### src/rtl/fp_exponent_adjust.sv
// Biased-exponent path of the FP multiplier: exp_a + exp_b - BIAS + norm_inc,
// classified for zero/inf/invalid/overflow/underflow in a two-stage pipeline.
module fp_exponent_adjust #(
    parameter int EXP_W = 8,
    parameter int BIAS  = 127
) (
    input  logic             clk,
    input  logic             rst_n,
    input  logic             in_valid,
    output logic             in_ready,
    input  logic [EXP_W-1:0] exp_a,
    input  logic [EXP_W-1:0] exp_b,
    input  logic             norm_inc,
    output logic             out_valid,
    input  logic             out_ready,
    output logic [EXP_W-1:0] exp_out,
    output logic             flag_zero,
    output logic             flag_inf,
    output logic             flag_invalid,
    output logic             flag_ovf,
    output logic             flag_unf
);

    localparam int SW = EXP_W + 2;
    localparam logic [EXP_W-1:0]      ONES    = '1;
    localparam logic signed [SW-1:0]  BIAS_S  = SW'(BIAS);
    localparam logic signed [SW-1:0]  OVF_LIM = SW'((1 << EXP_W) - 1);

    // Handshake: a beat moves across a boundary only when valid && ready on
    // that boundary. A stage accepts when empty or when the stage after it is
    // draining, so bubbles collapse and a full pipe can accept and drain in
    // the same cycle. out_ready -> in_ready is the only combinational path.
    logic w_rdy1;
    logic w_rdy2;

    logic                 r_v1;
    logic                 r_za;
    logic                 r_zb;
    logic                 r_ia;
    logic                 r_ib;
    logic                 r_inc;
    logic signed [SW-1:0] r_sum;

    logic                 r_v2;
    logic [EXP_W-1:0]     r_exp;
    logic                 r_zero;
    logic                 r_inf;
    logic                 r_invalid;
    logic                 r_ovf;
    logic                 r_unf;

    logic signed [SW-1:0] w_sum;
    logic signed [SW-1:0] w_e;
    logic [EXP_W-1:0]     w_exp;
    logic                 w_zero;
    logic                 w_inf;
    logic                 w_invalid;
    logic                 w_ovf;
    logic                 w_unf;

    assign w_rdy2   = !r_v2 || out_ready;
    assign w_rdy1   = !r_v1 || w_rdy2;
    assign in_ready = w_rdy1;

    // Two guard bits: one for the carry of a+b, one for the sign after -BIAS.
    assign w_sum = $signed({2'b00, exp_a}) + $signed({2'b00, exp_b}) - BIAS_S;
    assign w_e   = r_sum + $signed({{(SW-1){1'b0}}, r_inc});

    always_ff @(posedge clk or negedge rst_n) begin
        if (!rst_n) begin
            r_v1  <= 1'b0;
            r_za  <= 1'b0;
            r_zb  <= 1'b0;
            r_ia  <= 1'b0;
            r_ib  <= 1'b0;
            r_inc <= 1'b0;
            r_sum <= '0;
        end else if (w_rdy1) begin
            r_v1  <= in_valid;
            r_za  <= (exp_a == '0);
            r_zb  <= (exp_b == '0);
            r_ia  <= (exp_a == ONES);
            r_ib  <= (exp_b == ONES);
            r_inc <= norm_inc;
            r_sum <= w_sum;
        end
    end

    // Priority classification; exactly one rule fires, so flags are one-hot or zero.
    always_comb begin
        w_exp     = w_e[EXP_W-1:0];
        w_zero    = 1'b0;
        w_inf     = 1'b0;
        w_invalid = 1'b0;
        w_ovf     = 1'b0;
        w_unf     = 1'b0;
        if ((r_za || r_zb) && (r_ia || r_ib)) begin
            w_invalid = 1'b1;
            w_exp     = ONES;
        end else if (r_za || r_zb) begin
            w_zero = 1'b1;
            w_exp  = '0;
        end else if (r_ia || r_ib) begin
            w_inf = 1'b1;
            w_exp = ONES;
        end else if (w_e >= OVF_LIM) begin
            w_ovf = 1'b1;
            w_exp = ONES;
        end else if (w_e[SW-1] || (w_e == '0)) begin
            w_unf = 1'b1;
            w_exp = '0;
        end
    end

    always_ff @(posedge clk or negedge rst_n) begin
        if (!rst_n) begin
            r_v2      <= 1'b0;
            r_exp     <= '0;
            r_zero    <= 1'b0;
            r_inf     <= 1'b0;
            r_invalid <= 1'b0;
            r_ovf     <= 1'b0;
            r_unf     <= 1'b0;
        end else if (w_rdy2) begin
            r_v2      <= r_v1;
            r_exp     <= w_exp;
            r_zero    <= w_zero;
            r_inf     <= w_inf;
            r_invalid <= w_invalid;
            r_ovf     <= w_ovf;
            r_unf     <= w_unf;
        end
    end

    assign out_valid    = r_v2;
    assign exp_out      = r_exp;
    assign flag_zero    = r_zero;
    assign flag_inf     = r_inf;
    assign flag_invalid = r_invalid;
    assign flag_ovf     = r_ovf;
    assign flag_unf     = r_unf;

endmodule

### config.mk
export PLATFORM = sky130hd
export DESIGN_NAME = fp_exponent_adjust
export DESIGN_NICKNAME = d
export VERILOG_FILES = /design/src/rtl/fp_exponent_adjust.sv
export SDC_FILE = /design/constraint.sdc
export NUM_CORES = 1
export LEC_CHECK = 0
export BUFFER_PORTS_ARGS = -buffer_cell sky130_fd_sc_hd__buf_2
export CAP_MARGIN = 30
export CORE_MARGIN = 8
export CORE_UTILIZATION = 55
export CTS_CLUSTER_DIAMETER = 120
export CTS_CLUSTER_SIZE = 24
export DETAILED_ROUTE_END_ITERATION = 8
export PLACE_DENSITY = 0.78
export SETUP_SLACK_MARGIN = 0.3
export SYNTH_ARGS = -nofsm -noshare
export SYNTH_HDL_FRONTEND = slang
export SYNTH_SLANG_ARGS = --single-unit
### constraint.sdc
create_clock -name clk -period 2.35 [get_ports clk]
set_input_delay 0.1175 -clock clk [delete_from_list [all_inputs] [get_ports clk]]
set_output_delay 0.1175 -clock clk [all_outputs]
set_load 0.1 [all_outputs]
After elaboration in Yosys (flattened, before gate mapping)

Cells that the tools add are included.

Divide/modulo/power cells: 0
Magnitude comparators: 1
Reductions and logical operators: 11
Mux-type cells: 20
Multiply operators: 0
Add/subtract/negate cells: 3
Bitwise logic cells: 0
Equal/unequal tests: 2
Shifts and indexed selects: 0

Operators with widths:

| cell                                                                    | number |
|---|---|
| 8-bit two-way mux                                                       | 5 |
| 8-bit == test (second input constant)                                   | 2 |
| 8-bit logical NOT                                                       | 2 |
| 1-bit two-way mux                                                       | 15 |
| 10-bit by 2-bit adder with 10-bit output                                | 1 |
| 10-bit by 9-bit >= comparator with 1-bit output (second input constant) | 1 |
| 10-bit logical NOT                                                      | 1 |
| 9-bit by 7-bit subtractor with 10-bit output (second input constant)    | 1 |
| 8-bit by 8-bit adder with 9-bit output                                  | 1 |
| 1-bit logical OR                                                        | 5 |
| 1-bit logical NOT                                                       | 2 |
| 1-bit logical AND                                                       | 1 |

Memory bits (read-only): 0
Memories: 0
Logic and storage cells: 51
Latch bits: 0
Register bits: 30
Bits in writable memories: 0

Logic depth before layout (Yosys ltp)

Gate-level depths: netlist (run 1).

Depth after elaboration: 8
Depth in mapped cells: 11

Worst setup path before layout (run 1)

OpenSTA, ideal clock, no wires.

Kind: flip-flop to flip-flop
Start: reg r_v2 (netlist: out_valid)
End: reg r_sum[0]
Arrival time: 2.778 ns
Cell stages (with the launch flop): 8
Library setup time: 0.178 ns
Slack: -0.605 ns
Period minus slack after synthesis: 2.955 ns
Cells stage by stage: dfrtp_1 -> nor2b_1 -> buf_4 -> and2_1 -> clkbuf_1 -> inv_2 -> clkbuf_1 -> a21oi_1

Cells in the longest elaborated chain, start to end: 3

Ends and longest elaborated chain:

| item                   | line | RTL |
|---|---|---|
| start, declared        | 44   | `logic r_v2;` |
| start signal, assigned | 125  | `r_v2 <= r_v1;` |
| 1-bit logical NOT      | 61   | `assign w_rdy2 = !r_v2 \|\| out_ready;` |
| 1-bit logical OR       | 61   |  |
| 1-bit logical OR       | 62   | `assign w_rdy1 = !r_v1 \|\| w_rdy2;` |
| named net in_ready     | 10   | `output logic in_ready,` |
| end signal, assigned   | 85   | `r_sum <= w_sum;` |
| end, declared          | 42   | `logic signed [SW-1:0] r_sum;` |

The timed path passes the listed nets, and every way through them passes these cells.
A chain may end at the register's enable or synchronous reset.

Final worst setup path (run 1)

Start: reg r_sum[0]
End: reg r_exp[0] (netlist: exp_out[0])

Cells in the longest elaborated chain, start to end: 8
Elaborated cells between the ends (all ways): 9

Ends and longest elaborated chain:

| item                                                                                    | line | RTL |
|---|---|---|
| 10-bit by 2-bit adder with 10-bit output *                                              | 67   | `assign w_e = r_sum + $signed({{(SW-1){1'b0}}, r_inc});` |
| branches (longest 3 deep; another with 10-bit by 9-bit >= comparator with 1-bit output) | n/a  |  |
| 8-bit two-way mux *                                                                     | 106  | `end else if (w_e >= OVF_LIM) begin` |
| 8-bit two-way mux *                                                                     | 103  | `end else if (r_ia \|\| r_ib) begin` |
| 8-bit two-way mux *                                                                     | 100  | `end else if (r_za \|\| r_zb) begin` |
| 8-bit two-way mux *                                                                     | 97   | `if ((r_za \|\| r_zb) && (r_ia \|\| r_ib)) begin` |
| end signal, assigned                                                                    | 126  | `r_exp <= w_exp;` |
| end, declared                                                                           | 45   | `logic [EXP_W-1:0] r_exp;` |

Every way passes the cells marked *.

==> results of run 1 <==
==> state kept, by name, indices dropped and copies added, names as in the netlist <==
name and count:
r_za 1, r_zb 1, flag_invalid 1, out_valid 1
flag_zero 1, flag_unf 1, r_inc 1, r_ib 1
r_ia 1, flag_inf 1, r_sum 10, exp_out 8
r_v1 1, flag_ovf 1
==> area by class of cell <==
type	instances	area, um^2
Multi-Input combinational cell	169	1290
Fill cell	323	1180
Sequential cell	30	754
Timing Repair Buffer	47	278
Clock buffer	6	82.6
Tap cell	48	60.1
Inverter	10	37.5
Clock inverter	2	12.5
==> power breakdown <==
part / total [W] / internal (W) / leakage (nW) / switching, W
registers: 0.000773 / 0.000622 / 0.370 / 0.000151
clock network: 0.000430 / 0.000235 / 0.0472 / 0.000195
logic: 0.00110 / 0.000323 / 0.762 / 0.000772
total: 0.00230 / 0.00118 / 1.18 / 0.00112
==> kinds of logic after synthesis <==
kind of cell / count (synthesis) / synth area share
simple gates: 88 / 0.225
compound gates: 48 / 0.176
flops: 30 / 0.355
buf+inv: 24 / 0.0692
fa+ha+maj: 19 / 0.116
xor+xnor: 13 / 0.0538
mux: 1 / 0.00532
==> stage by stage <==
| stage | worst slack [ns] | total power [W] | instance area [um^2] | util | hold WS (ns) |
|---|---|---|---|---|---|
| 6_report | 0.117 | 0.00230 | 2510 | 0.681 | 0.0146 |
| 5_1_grt | 0.0462 | 0.00242 | 2510 | 0.681 | 0.0255 |
| 4_1_cts | 0.159 | 0.00229 | 2470 | 0.670 | 0.00547 |
| 3_5_place_dp | 0.102 | 0.00181 | 2280 | 0.619 | 0.183 |
| 3_3_place_gp | 0.154 | 0.00179 | 2280 | 0.619 | 0.181 |
| 2_1_floorplan | 0.284 | 0.00167 | 2140 | - | -0.178 |
==> routing by layer <==
layer  vias to the layer above  GRT usage
li1                        881          -
met1                       833      0.176
met2                        59      0.255
met3                        16     0.0342
met4                         0     0.0907
met5                         -          0
==> worst max-delay path: cells and delay by family, from the launching register on <==
family                     cells  cell delay [ns]
xor gates and xnor gates       1             0.18
AOI/OAI and AO/OA              3             0.62
adders and majority gates      2             0.40
DFF                            1             0.41
and+or+nand+nor                2             0.50
==> cell usage in the layout, fill, tap and decap left out, types with 5 or more instances in the layout <==
cell and n:
inv_1 9, dfrtp_1 29, clkbuf_8 6, nand2_1 29
a21oi_1 9, xnor2_1 9, o31ai_1 5, buf_4 10
buf_2 34, nand4_1 6, nor2_1 17, ha_1 16
==> path summary, 6_finish.rpt <==
check / to / slack (ns) / cells past startpoint
max reg2reg: exp_out[0] / 0.12 / 8
max: exp_out[0] / 0.12 / 8
max in group asynchronous: out_valid / 1.47 / 2
min in group asynchronous: r_za / 0.40 / 2
min reg2reg: out_valid / 0.46 / 1
min: r_v1 / 0.01 / 2
==> timing repair <==
item,4_1_cts,5_1_grt
setup buffers,6,2
pin swaps,9,8
resized for setup,9,5
endpoints found under the setup margin,11,10
hold buffers,1,0
hold endpoints to repair,30,0
==> results.ini, run 1 <==
[sta]
worst_slew_pin_slew_ns=0.652
finalCriticalPeriod_ns=2.23
finalSetupViolCount=0
slew_viol_final=0
finalHoldViolCount=0
fin_crit_sh=0.950
finalSetupTns_ns=0
rsz0062_at_grt=true
slew_headroom=0.565
clock_skew_ns=0.0109
max_freq_mhz=448

[pwr]
ir_drop_v=0.000334
power_density_nw_per_um2=915
leakagePower_nw=1.18

[layout]
fin_cells=312
final_nets=303
syn2layout_area_growth_pct=18.7
n_antenna_cell=0
layout-drive-gt1-share=0.303

[clock_network]
cts_buffers=5
cts.clk_slew.worst_paths_ns=0.07
clk_latency_ns=0.29
cts-root-buf=clkbuf_8
cts_tree=yes
h-tree-depth=2
cts_max_path_buffers=2
clock_sinks=30

[setup_path]
crit_required_ns=2.51
crit_start=r_sum[0]
cp_cell_sequence=ha_2 -> ha_4 -> xnor2_1 -> nand2_1 -> o31ai_1 -> a31oi_1 -> or3_4 -> a311o_1
cpPeakStageDelay_ns=0.42
crit_fanout=6
endpoint_kind=flop
slowest_stage=or3_4
arrival_ns=2.39
start_kind=flop
timing.rr.start=r_sum[0]
path_class=flop to flop

[worst_hold_path]
hold_path.class=primary input to flop
min-delay-start=in_valid

[drt]
vias=1789
drt_iter0_drc=127
wl_met1_um=2050
dr.pass1.iters=4
viasPerCell=5.73
wl_per_cell_um=14.8
routed_wl_um=4600
dr_wl_met2_um=2150
drc=0
antenna_left=0
wl_met3_um=242
topRoutingLayerUsed=met4

[floorplanning]
die_h_um=78.0
start_util=0.574
fp.coreArea_um2=3690
row_count=22
die_area_um2=6090
die_x_um=78.0
boundaryPins=36

[logic_synthesis]
synth_top_cell_area_share=0.355
synth_edf_count=0
netlist_area_um2=2120
synth_largest_area_cell=dfrtp_1
synthesis.nets=263
yosys-top-cells-count=30 x dfrtp_1, 30 x nand2_1, 20 x nor2_1
synthArstFlopShare=1.00
ys_ff_latch=30
postSynthCellCount=223
ys.flop_type=dfrtp_1
syn_avg_cell_area_um2=9.49
synthTopCellsByArea=dfrtp_1 35%, ha_1 11%, nand2_1 5.3%
ys_seq_area_frac=0.355
yosysWarnings=0
ys_types=55

[placed_design]
dp.cells=295
globalplace.congestion=0.840
hpwl_um=3530
io_buffers=35

[grt]
first_global_vias=1741
track_usage=0.153
grt_max_degree=31
grt_pass1_wl_um=7690
antenna_found_initial=0
grt_remaining_overflow=0

[flow_run]
drv_cap=0

[run_status]
status=finished clean

(Power assumes the default switching activity.)
==> run 2, diff against run 1 <==
==> constraint.sdc (replaced) <==
create_clock -name clk -period 2.35 [get_ports clk]
set_input_delay 0.235 -clock clk [delete_from_list [all_inputs] [get_ports clk]]
set_output_delay 0.235 -clock clk [all_outputs]
set_load 0.1 [all_outputs]
==> run 2 against run 1 <==
The flow now finishes with violations (hold timing). Sequential share of layout area up 0.75 points. Register-to-register slack improved by 0.09 ns. Utilization down 1.7 points. Clock skew rose by 0.00065 ns. Die area unchanged. Critical path type unchanged. Critical endpoint is now exp_out[2].
==> results.ini, run 2 (synthesis results as in run 1) <==
[run_status]
status=finished, violations left  ; was finished clean
failed_checks=hold timing

[floorplanning]
row_count=22  ; unchanged
die_x_um=78.0  ; unchanged
boundaryPins=36  ; unchanged
fp.coreArea_um2=3690  ; unchanged
die_area_um2=6090  ; unchanged
start_util=0.574  ; unchanged
die_h_um=78.0  ; unchanged

[sta]
clock_skew_ns=0.0116  ; was 0.0109 ns
slew_headroom=0.562  ; was 0.565
slew_viol_final=0  ; unchanged
worst_slew_pin_slew_ns=0.657  ; was 0.652 ns
hold_ws_ns=-0.0208  ; was 0.0146 ns
finalSetupViolCount=0  ; unchanged
setup_ws_ns=0.212  ; was 0.117 ns
finalSetupTns_ns=0  ; unchanged
rsz0062_at_grt=true  ; unchanged
fin_crit_sh=0.910  ; was 0.950
finalHoldViolCount=30  ; was 0
max_freq_mhz=468  ; was 448 MHz
finalCriticalPeriod_ns=2.14  ; was 2.23 ns

[drt]
vias=1713  ; was 1789
wl_per_cell_um=14.2  ; was 14.8 um
viasPerCell=5.60  ; was 5.73
wl_met1_um=2010  ; was 2050 um
routed_wl_um=4360  ; was 4600 um
drt_iter0_drc=128  ; was 127
wl_met3_um=206  ; was 242 um
antenna_left=0  ; unchanged
dr.pass1.iters=4  ; unchanged
dr_wl_met2_um=2090  ; was 2150 um
drc=0  ; unchanged
topRoutingLayerUsed=met4  ; unchanged

[setup_path]
start_kind=flop  ; unchanged
rrSetupSlack_ns=0.21  ; was 0.12 ns
crit_start=r_inc  ; was r_sum[0]
arrival_ns=2.35  ; was 2.39 ns
crit_fanout=6  ; unchanged
slowest_stage=a2111o_1  ; was or3_4
cpPeakStageDelay_ns=0.46  ; was 0.42 ns
r2r_end=exp_out[2]  ; was exp_out[0]
timing.rr.start=r_inc  ; was r_sum[0]
path_class=flop to flop  ; unchanged
crit_required_ns=2.56  ; was 2.51 ns
cp_cell_sequence=ha_2 -> ha_4 -> xnor2_1 -> nor2_1 -> o211ai_1 -> a2111o_1 -> or2_1 -> a41oi_2  ; was ha_2 -> ha_4 -> xnor2_1 -> nand2_1 -> o31ai_1 -> a31oi_1 -> or3_4 -> a311o_1
endpoint=exp_out[2]  ; was exp_out[0]
endpoint_kind=flop  ; unchanged
ff2ff_path_depth=8  ; unchanged

[clock_network]
cts_buffers=5  ; unchanged
clock_sinks=30  ; unchanged
clk_latency_ns=0.28  ; was 0.29 ns
h-tree-depth=2  ; unchanged
cts_hold_buf=0  ; was 1
cts_max_path_buffers=2  ; unchanged
cts.clk_slew.worst_paths_ns=0.07  ; about the same
cts_tree=yes  ; unchanged
cts-root-buf=clkbuf_8  ; unchanged

[layout]
layout-drive-gt1-share=0.295  ; was 0.303
n_antenna_cell=0  ; unchanged
final_nets=297  ; was 303
multi_input_area_um2=1280  ; was 1290 um^2
syn2layout_area_growth_pct=15.8  ; was 18.7%
n_fill_cell=312  ; was 323
largest_reg_flops=10  ; unchanged
final_cell_mix=34 x buf_2, 29 x nand2_1, 29 x dfrtp_1  ; unchanged
fin_area_um2=2450  ; was 2510 um^2
max_flop_register=r_sum  ; unchanged
layout_commonest_cell=buf_2  ; unchanged
seqCellArea_um2=754  ; unchanged

[placed_design]
hpwl_um=3400  ; was 3530 um
postPlaceCellArea_um2=2290  ; was 2280 um^2
globalplace.congestion=0.815  ; was 0.840
io_buffers=35  ; unchanged
pre_cts_ws_ns=0.132  ; was 0.102 ns

[pwr]
leakagePower_nw=1.15  ; was 1.18 nW
power_density_nw_per_um2=923  ; was 915 nW/um^2
ir_drop_v=0.000352  ; was 0.000334 V
power_w=0.00226  ; was 0.00230 W

[flow_run]
drv_cap=0  ; unchanged

[grt]
grt_pass1_wl_um=7810  ; was 7690 um
first_global_vias=1734  ; was 1741
track_usage=0.153  ; about the same
grt_remaining_overflow=0  ; unchanged
antenna_found_initial=0  ; unchanged
grt_max_degree=31  ; unchanged

[worst_hold_path]
hold_path.class=primary input to asynchronous set/reset pin  ; was primary input to flop

## run 2: worst min path at each step
stage | from | end | slack [ns] | cells past startpoint
after floorplan | rst_n | exp_out[0] | -0.06 | 0
final | rst_n | r_sum[9] | -0.02 | 1
after CTS | rst_n | exp_out[6] | 0.004 | 1
after global placement | rst_n | r_sum[1] | 0.30 | 1
after global routing | rst_n | r_sum[9] | 0.03 | 1
after detailed placement | rst_n | r_sum[2] | 0.31 | 1
## run 2: metrics by stage
step	cells	utilization	hold WS, ns
global placement	295	0.621	0.302
global route	306	0.665	0.0312
finish	306	0.665	-0.0208
CTS	306	0.657	0.00399
floorplan	223	-	-0.0606
detailed placement	295	0.621	0.308
## run 2: layout make-up
| cell class | count | share of cell area |
|---|---|---|
| clock buffers | 6 | 0.0337 |
| clock inverters | 2 | 0.00510 |
| inverters | 10 | 0.0153 |
| multi-input cells | 169 | 0.523 |
| flip-flops and latches | 30 | 0.308 |
| well taps | 48 | 0.0245 |
| repair buffers | 41 | 0.0909 |
## run 2: worst max-delay path, delay by kind of cell (launching register included)
family                     cells  cell delay, ns
AOI/OAI and AO/OA              3            0.74
DFF                            1            0.40
adders and majority gates      2            0.39
and+or+nand+nor                2            0.39
xor gates and xnor gates       1            0.15
## run 2: per-layer routing
layer | vias to the layer above | GRT usage
li1 | 866 | -
met1 | 796 | 0.186
met2 | 47 | 0.261
met3 | 4 | 0.0410
met4 | 0 | 0.0389
met5 | - | 0
## run 2: timing repair
action	in CTS	in global routing
setup buffers	3	0
gates cloned	0	0
setup endpoints to repair	11	11
gates resized for setup	4	6
pin swaps	8	5
## run 2: report_power, final
group	internal, W	leakage (nW)	total (W)	switching, W
registers	0.000622	0.370	0.000765	0.000143
logic	0.000308	0.733	0.00107	0.000762
clock network	0.000235	0.0472	0.000428	0.000193
